`src/rtl/uart_queue_engine_if.sv`:
```
`default_nettype none
// ============================================================================
// Module      : uart_queue_engine_if
// Description : Device-A port of the shared UART RAM multiplexer. The engine
//               reads TX bytes from the low half and writes RX bytes into the
//               high half through this bundle.
// Revision    : 1.0 - initial release
// ============================================================================
interface uart_queue_engine_if;
    logic [7:0] o_r_addr;   // read address (low half)
    logic       o_re;       // read enable
    logic [7:0] i_r_data;   // read data, valid with i_ack_r
    logic       i_ack_r;    // read ack, one clock after o_re
    logic [7:0] o_w_addr;   // write address (high half)
    logic [7:0] o_w_data;   // write data
    logic       o_we;       // write enable
    logic       i_ack_w;    // write ack, same clock as o_we

    // Engine side drives addresses and enables.
    modport master (
        output o_r_addr, o_re, o_w_addr, o_w_data, o_we,
        input  i_r_data, i_ack_r, i_ack_w
    );

    // Multiplexer side returns data and acknowledges.
    modport slave (
        input  o_r_addr, o_re, o_w_addr, o_w_data, o_we,
        output i_r_data, i_ack_r, i_ack_w
    );
endinterface
`default_nettype wire

```
`src/rtl/uart_queue_engine.sv`:
```
`default_nettype none
// ============================================================================
// Module      : uart_queue_engine
// Description : UART-side queue engine (device A). Writes received bytes into
//               a 256-entry RX ring in the high RAM half and drains a 256-entry
//               TX ring in the low RAM half into the UART transmitter.
// Revision    : 1.0 - initial release
// ============================================================================
module uart_queue_engine (
    input  wire logic                  i_clk,
    input  wire logic                  i_reset,
    uart_queue_engine_if.master        mux,
    input  wire logic [7:0]            i_rx_data,
    input  wire logic                  i_rx_valid,
    output logic      [7:0]            o_tx_data,
    output logic                       o_tx_start,
    input  wire logic                  i_tx_busy,
    output logic      [7:0]            o_rx_wr_ptr,
    input  wire logic [7:0]            i_rx_rd_ptr,
    input  wire logic [7:0]            i_tx_wr_ptr,
    output logic      [7:0]            o_tx_rd_ptr,
    output logic                       o_rx_overflow,
    input  wire logic                  i_overflow_clr
);

    // TX sequencer states.
    localparam logic [2:0] S_IDLE  = 3'd0;
    localparam logic [2:0] S_READ  = 3'd1;
    localparam logic [2:0] S_RWAIT = 3'd2;
    localparam logic [2:0] S_GUARD = 3'd3;
    localparam logic [2:0] S_DRAIN = 3'd4;

    // ------------------------------------------------------------------
    // RX path
    // ------------------------------------------------------------------
    logic [7:0] r_hold_data;
    logic       r_hold_valid;
    logic [7:0] r_rx_wr_ptr;
    logic       r_rx_overflow;

    logic       w_rx_full;
    logic       w_we;
    logic       w_wr_done;
    logic       w_capture;
    logic       w_drop;

    // Ring is full when one more write would make the pointers equal.
    assign w_rx_full = ((r_rx_wr_ptr + 8'd1) == i_rx_rd_ptr);
    assign w_we      = r_hold_valid & ~w_rx_full;
    assign w_wr_done = w_we & mux.i_ack_w;
    // A byte fits if the holding slot is empty or is being emptied this cycle.
    assign w_capture = i_rx_valid & (~r_hold_valid | w_wr_done);
    assign w_drop    = i_rx_valid & r_hold_valid & ~w_wr_done;

    // Holding register, RX write pointer and sticky overflow flag.
    always_ff @(posedge i_clk) begin
        if (i_reset) begin
            r_hold_data   <= 8'd0;
            r_hold_valid  <= 1'b0;
            r_rx_wr_ptr   <= 8'd0;
            r_rx_overflow <= 1'b0;
        end else begin
            if (w_capture) begin
                r_hold_data  <= i_rx_data;
                r_hold_valid <= 1'b1;
            end else if (w_wr_done) begin
                r_hold_valid <= 1'b0;
            end

            if (w_wr_done) begin
                r_rx_wr_ptr <= r_rx_wr_ptr + 8'd1;
            end

            // A drop in the same cycle as a clear keeps the flag set.
            if (w_drop) begin
                r_rx_overflow <= 1'b1;
            end else if (i_overflow_clr) begin
                r_rx_overflow <= 1'b0;
            end
        end
    end

    assign mux.o_we      = w_we;
    assign mux.o_w_addr  = r_rx_wr_ptr;
    assign mux.o_w_data  = r_hold_data;
    assign o_rx_wr_ptr   = r_rx_wr_ptr;
    assign o_rx_overflow = r_rx_overflow;

    // ------------------------------------------------------------------
    // TX path
    // ------------------------------------------------------------------
    logic [2:0] r_state;
    logic [2:0] w_state_nxt;
    logic       w_re;
    logic       w_tx_accept;
    logic [7:0] r_tx_rd_ptr;
    logic [7:0] r_tx_data;
    logic       r_tx_start;

    // TX sequencer state register.
    always_ff @(posedge i_clk) begin
        if (i_reset) begin
            r_state <= S_IDLE;
        end else begin
            r_state <= w_state_nxt;
        end
    end

    // TX next-state and read-request decode. Acks outside RWAIT (including
    // the duplicate caused by RE staying high during RWAIT) are ignored.
    always_comb begin
        w_state_nxt = r_state;
        w_re        = 1'b0;
        w_tx_accept = 1'b0;
        case (r_state)
            S_IDLE: begin
                if ((r_tx_rd_ptr != i_tx_wr_ptr) && !i_tx_busy) begin
                    w_state_nxt = S_READ;
                end
            end
            S_READ: begin
                w_re        = 1'b1;
                w_state_nxt = S_RWAIT;
            end
            S_RWAIT: begin
                w_re = 1'b1;
                if (mux.i_ack_r) begin
                    w_tx_accept = 1'b1;
                    w_state_nxt = S_GUARD;
                end
            end
            S_GUARD: begin
                // Gives the transmitter one cycle to raise busy.
                w_state_nxt = S_DRAIN;
            end
            S_DRAIN: begin
                if (!i_tx_busy) begin
                    w_state_nxt = S_IDLE;
                end
            end
            default: begin
                w_state_nxt = S_IDLE;
            end
        endcase
    end

    // Latch the fetched byte, pulse start and advance the TX read pointer.
    always_ff @(posedge i_clk) begin
        if (i_reset) begin
            r_tx_rd_ptr <= 8'd0;
            r_tx_data   <= 8'd0;
            r_tx_start  <= 1'b0;
        end else begin
            r_tx_start <= w_tx_accept;
            if (w_tx_accept) begin
                r_tx_data   <= mux.i_r_data;
                r_tx_rd_ptr <= r_tx_rd_ptr + 8'd1;
            end
        end
    end

    assign mux.o_re     = w_re;
    assign mux.o_r_addr = r_tx_rd_ptr;
    assign o_tx_rd_ptr  = r_tx_rd_ptr;
    assign o_tx_data    = r_tx_data;
    assign o_tx_start   = r_tx_start;

endmodule
`default_nettype wire
```
`src/flat_wrapper.sv`:
```
// flat-port wrapper written by rule: the top's interface ports become plain ports
module uart_queue_engine_flat 
  (i_clk, i_reset, i_rx_data, i_rx_valid, o_tx_data, o_tx_start, i_tx_busy, o_rx_wr_ptr, i_rx_rd_ptr, i_tx_wr_ptr, o_tx_rd_ptr, o_rx_overflow, i_overflow_clr, mux_o_r_addr, mux_o_re, mux_o_w_addr, mux_o_w_data, mux_o_we, mux_i_r_data, mux_i_ack_r, mux_i_ack_w);
  uart_queue_engine_if mux_i ();
  input  wire logic i_clk;
  input  wire logic i_reset;
  input  wire logic [7:0] i_rx_data;
  input  wire logic i_rx_valid;
  output logic      [7:0] o_tx_data;
  output logic o_tx_start;
  input  wire logic i_tx_busy;
  output logic      [7:0] o_rx_wr_ptr;
  input  wire logic [7:0] i_rx_rd_ptr;
  input  wire logic [7:0] i_tx_wr_ptr;
  output logic      [7:0] o_tx_rd_ptr;
  output logic o_rx_overflow;
  input  wire logic i_overflow_clr;
  output wire logic [$bits(mux_i.o_r_addr)-1:0] mux_o_r_addr;
  output wire logic [$bits(mux_i.o_re)-1:0] mux_o_re;
  output wire logic [$bits(mux_i.o_w_addr)-1:0] mux_o_w_addr;
  output wire logic [$bits(mux_i.o_w_data)-1:0] mux_o_w_data;
  output wire logic [$bits(mux_i.o_we)-1:0] mux_o_we;
  input wire logic [$bits(mux_i.i_r_data)-1:0] mux_i_r_data;
  input wire logic [$bits(mux_i.i_ack_r)-1:0] mux_i_ack_r;
  input wire logic [$bits(mux_i.i_ack_w)-1:0] mux_i_ack_w;
  assign mux_o_r_addr = mux_i.o_r_addr;
  assign mux_o_re = mux_i.o_re;
  assign mux_o_w_addr = mux_i.o_w_addr;
  assign mux_o_w_data = mux_i.o_w_data;
  assign mux_o_we = mux_i.o_we;
  assign mux_i.i_r_data = mux_i_r_data;
  assign mux_i.i_ack_r = mux_i_ack_r;
  assign mux_i.i_ack_w = mux_i_ack_w;
  uart_queue_engine u_core (.i_clk(i_clk), .i_reset(i_reset), .mux(mux_i), .i_rx_data(i_rx_data), .i_rx_valid(i_rx_valid), .o_tx_data(o_tx_data), .o_tx_start(o_tx_start), .i_tx_busy(i_tx_busy), .o_rx_wr_ptr(o_rx_wr_ptr), .i_rx_rd_ptr(i_rx_rd_ptr), .i_tx_wr_ptr(i_tx_wr_ptr), .o_tx_rd_ptr(o_tx_rd_ptr), .o_rx_overflow(o_rx_overflow), .i_overflow_clr(i_overflow_clr));
endmodule
```
`config.mk`:
```
export PLATFORM = sky130hd
export DESIGN_NAME = uart_queue_engine_flat
export DESIGN_NICKNAME = d
export VERILOG_FILES = /design/src/rtl/uart_queue_engine_if.sv /design/src/rtl/uart_queue_engine.sv /design/src/flat_wrapper.sv
export SDC_FILE = /design/constraint.sdc
export NUM_CORES = 1
export LEC_CHECK = 0
export ABC_CLOCK_PERIOD_IN_PS = 2600
export BUFFER_PORTS_ARGS = -buffer_cell sky130_fd_sc_hd__buf_4
export CAP_MARGIN = 20
export CORE_MARGIN = 4
export CORE_UTILIZATION = 47
export CTS_CLUSTER_DIAMETER = 120
export DETAILED_ROUTE_END_ITERATION = 6
export GPL_TIMING_DRIVEN = 0
export HOLD_SLACK_MARGIN = 0.05
export PLACE_DENSITY = 0.85
export SLEW_MARGIN = 5
export SYNTH_ARGS = -nofsm -noshare
export SYNTH_HDL_FRONTEND = slang
export SYNTH_SLANG_ARGS = --single-unit
```
`constraint.sdc`:
```
create_clock -name i_clk -period 2.6 [get_ports i_clk]
set_input_delay 0.26 -clock i_clk [delete_from_list [all_inputs] [get_ports i_clk]]
set_output_delay 0.26 -clock i_clk [all_outputs]
set_load 0.05 [all_outputs]
```
==> results.yml <==
status:
  status: "finished, final reports clean"
worst_setup_path:
  critPathMaxFanout: 8
  end_kind: "output port"
  r2r_slack_ns: 0.27
  reg2reg_depth: 7
  worstPathArrival_ns: 2.26
  max_stage_delay_ns: 0.53
  cp.required_ns: 2.34
  r2r_end: "u_core.mux.o_w_addr[5]"
  path_class: "register to output port"
  crit_buf_inv: 2
  r2r-start: "u_core.mux.o_w_addr[0]"
  crit_chain: "and4_4 > nand2_2 > or4_4 > a2111oi_4 > buf_6 > nor2b_2 > buf_4"
  crit_family: "simple AND/OR/NAND/NOR gates"
  worst_path_max_delay_cell: "or4_4"
  start_kind: "register"
synthesis:
  synthesis.nets: 278
  synth_xor_area_share_pct: 10.9
  synth_top_family_by_area: "simple AND/OR/NAND/NOR gates"
  synth-adder-area-share_pct: 1.20
  syn_area_per_cell_um2: 8.78
  synthesis.area_mm2: 0.00208
  synth_mux_area_share_pct: 4.39
  yosysTopAreaCellShare_pct: 36.5
  synth-seq-area-share_pct: 36.5
  synth_warnings: 0
  synth_cell_types: 45
  synth-simple-area-share_pct: 25.1
  synth_area_leaders: "dfxtp_1, xor2_1, buf_4, nand2b_1, nand2_1"
  synth_top_cell_by_area: "dfxtp_1"
  synth-compound-area-share_pct: 12.9
  ys_ff_latch: 38
  synthCells: 237
detailed_routing:
  vias: 1945
  drt-total-wl_um: 5080
  wire_per_inst_um: 13.1
  antenna_left: 0
  firstDrtPassIters: 4
  via_per_inst: 5.01
  drtIter0Drc: 57
  drc: 0
pwr:
  powerDensity_mw_per_mm2: 473
  finalPower_mw: 1.40
  power.leakage_nw: 1.33
  vdd_drop_max_uv: 356
floorplan:
  initial_utilization_pct: 50.2
  die-height_um: 74.6
  core_area_mm2: 0.00414
  die_area_mm2: 0.00556
  io_pins: 91
  die_x_um: 74.6
  row_count: 23
cells_and_area:
  nFillCells: 345
  mostFrequentLayoutCells: "buf_4, dfxtp_1, nand2_1, nor2_1, a21oi_1"
  final_common_cell: "buf_4"
  n_antenna_cell: 0
  drive_gt1_share_pct: 42.0
  finalNetCount: 378
  synthToLayoutAreaGrowth_pct: 42.0
worst_hold_path:
  whs_path_depth: 3
  hold_path_class: "input port to register"
  min_to: "u_core.o_tx_data[3]"
  hold_start: "mux_i_r_data[3]"
global_routing:
  grt_max_degree: 12
  track_usage_pct: 18.9
  overflow: 0
  grt_first_pass_wirelength_um: 8110
  grt_pass1_vias: 1828
  antenna_found_initial: 0
cts:
  insertion_delay_ns: 0.29
  cts-buffers-inserted: 5
  cts_num_sinks: 38
  cts-root-buf: "clkbuf_8"
  cts_buffer_depth: 2
  cts_max_level: 2
  cts_tree: "yes"
  cts.clk_slew.worst_paths_ns: 0.07
sta:
  setup_viol: 0
  drv_slew: 0
  final.setup.worst_slack_ns: 0.0757
  tightest_slew_ns: 0.556
  final-hold-violation-count: 0
  skew_ns: 0.00456
  fin_crit_sh_pct: 97.1
  whs_ns: 0.216
  max-slew-margin-rel_pct: 62.9
  finalCriticalPeriod_ns: 2.52
  max_freq_mhz: 396
  grt_setup_unrepaired: "false"
placed_design:
  dp_hpwl_um: 3930
  pre_cts_ws_ns: -0.0179
  portBuffers: 90
  place_congestion: 0.817
flow_run:
  drv_cap: 0
registers in the layout, summed over array words and instances, names as in the netlist:
signal,count
u_core.mux.o_r_addr,8
u_core.mux.o_w_addr,8
u_core.mux.o_w_data,8
u_core.o_tx_data,8
u_core.r_state,3
u_core.o_rx_overflow,1
u_core.o_tx_start,1
u_core.r_hold_valid,1
logic make-up after synthesis:
group | Yosys count
AND/OR/NAND/NOR | 97
flip-flops | 38
AO/OA/AOI/OAI | 35
buffers and inverters | 30
XOR/XNOR | 26
multiplexers | 9
adder cells (fa/ha/maj) | 2
power breakdown:
part           leakage (nW)  switching [mW]  internal, mW  total (mW)
Clock                0.0482           0.194         0.214       0.408
Combinational         0.973           0.212         0.141       0.353
Sequential            0.313          0.0288         0.609       0.638
Total                  1.33           0.435         0.964        1.40
final cells by class:
type	count	area, µm²	share of cell area [%]
inverters	3	11.3	0.381
clock buffers	7	86.3	2.92
well taps	50	62.6	2.12
clock inverters	1	5.00	0.169
repair buffers	94	706	23.9
plain buffers	26	173	5.84
multi-input cells	169	1140	38.4
flip-flops and latches	38	777	26.3
repair_timing:
| item | 4_1_cts | 5_1_grt |
|---|---|---|
| buffers inserted | 4 | 0 |
| hold buffers | 0 | 0 |
| pin swaps | 1 | 1 |
| resized for setup | 4 | 1 |
| setup endpoints to repair | 1 | 1 |
worst max-delay path by stage:
| stage | startpoint | end | slack (ns) | cells after the start |
|---|---|---|---|---|
| after floorplan | u_core.mux.o_w_addr[5] | mux_o_we | 0.09 | 7 |
| after global routing | u_core.mux.o_w_addr[0] | mux_o_we | 0.003 | 7 |
| after detailed placement | u_core.mux.o_w_addr[3] | mux_o_we | -0.02 | 7 |
| after global placement | u_core.mux.o_w_addr[2] | mux_o_we | 0.0004 | 7 |
| after CTS | u_core.mux.o_w_addr[0] | mux_o_we | 0.004 | 7 |
| final | u_core.mux.o_w_addr[0] | mux_o_we | 0.08 | 7 |
Yosys cell counts (all sizes together):
cell type / instances
a2111oi: 1
a21oi: 17
a221oi: 1
a22oi: 1
a311oi: 1
and3: 1
and3b: 1
and4: 1
buf: 19
clkbuf: 8
dfxtp: 38
ha: 2
inv: 3
mux2: 1
mux2i: 8
nand2: 26
nand2b: 16
nand3: 7
nand3b: 2
nand4: 3
nand4bb: 1
nor2: 17
nor2b: 4
nor3: 4
nor3b: 1
nor4: 2
o2111a: 1
o2111ai: 1
o21a: 1
o21ai: 7
o22ai: 1
o31ai: 3
or2: 3
or3: 4
or3b: 1
or4: 3
xnor2: 10
xor2: 16
worst register-to-register path: cells and delay by family, from the launching register on:
kind                   cells  cell delay [ns]
DFF                        1             0.39
AOI/OAI and AO/OA          1             0.37
muxes                      1             0.31
and+or+nand+nor            4             0.92
buffers and inverters      1             0.24
layer usage:
metal	part of all wire (%)	GRT usage [%]	vias up
met4	1.4	6.52	0
met1	41	22.0	879
met5	0	0	-
met3	9.5	6.49	6
met2	48	32.2	70
li1	-	-	990
stage by stage:
step	instances	setup TNS, ns	util (%)	area [µm²]
floorplan	237	0	-	2090
global placement	377	0	68.2	2830
detailed placement	377	-0.0179	68.2	2830
CTS	389	0	71.4	2960
global route	388	0	71.3	2960
finish	388	0	71.3	2960
(Power assumes the default switching activity.)
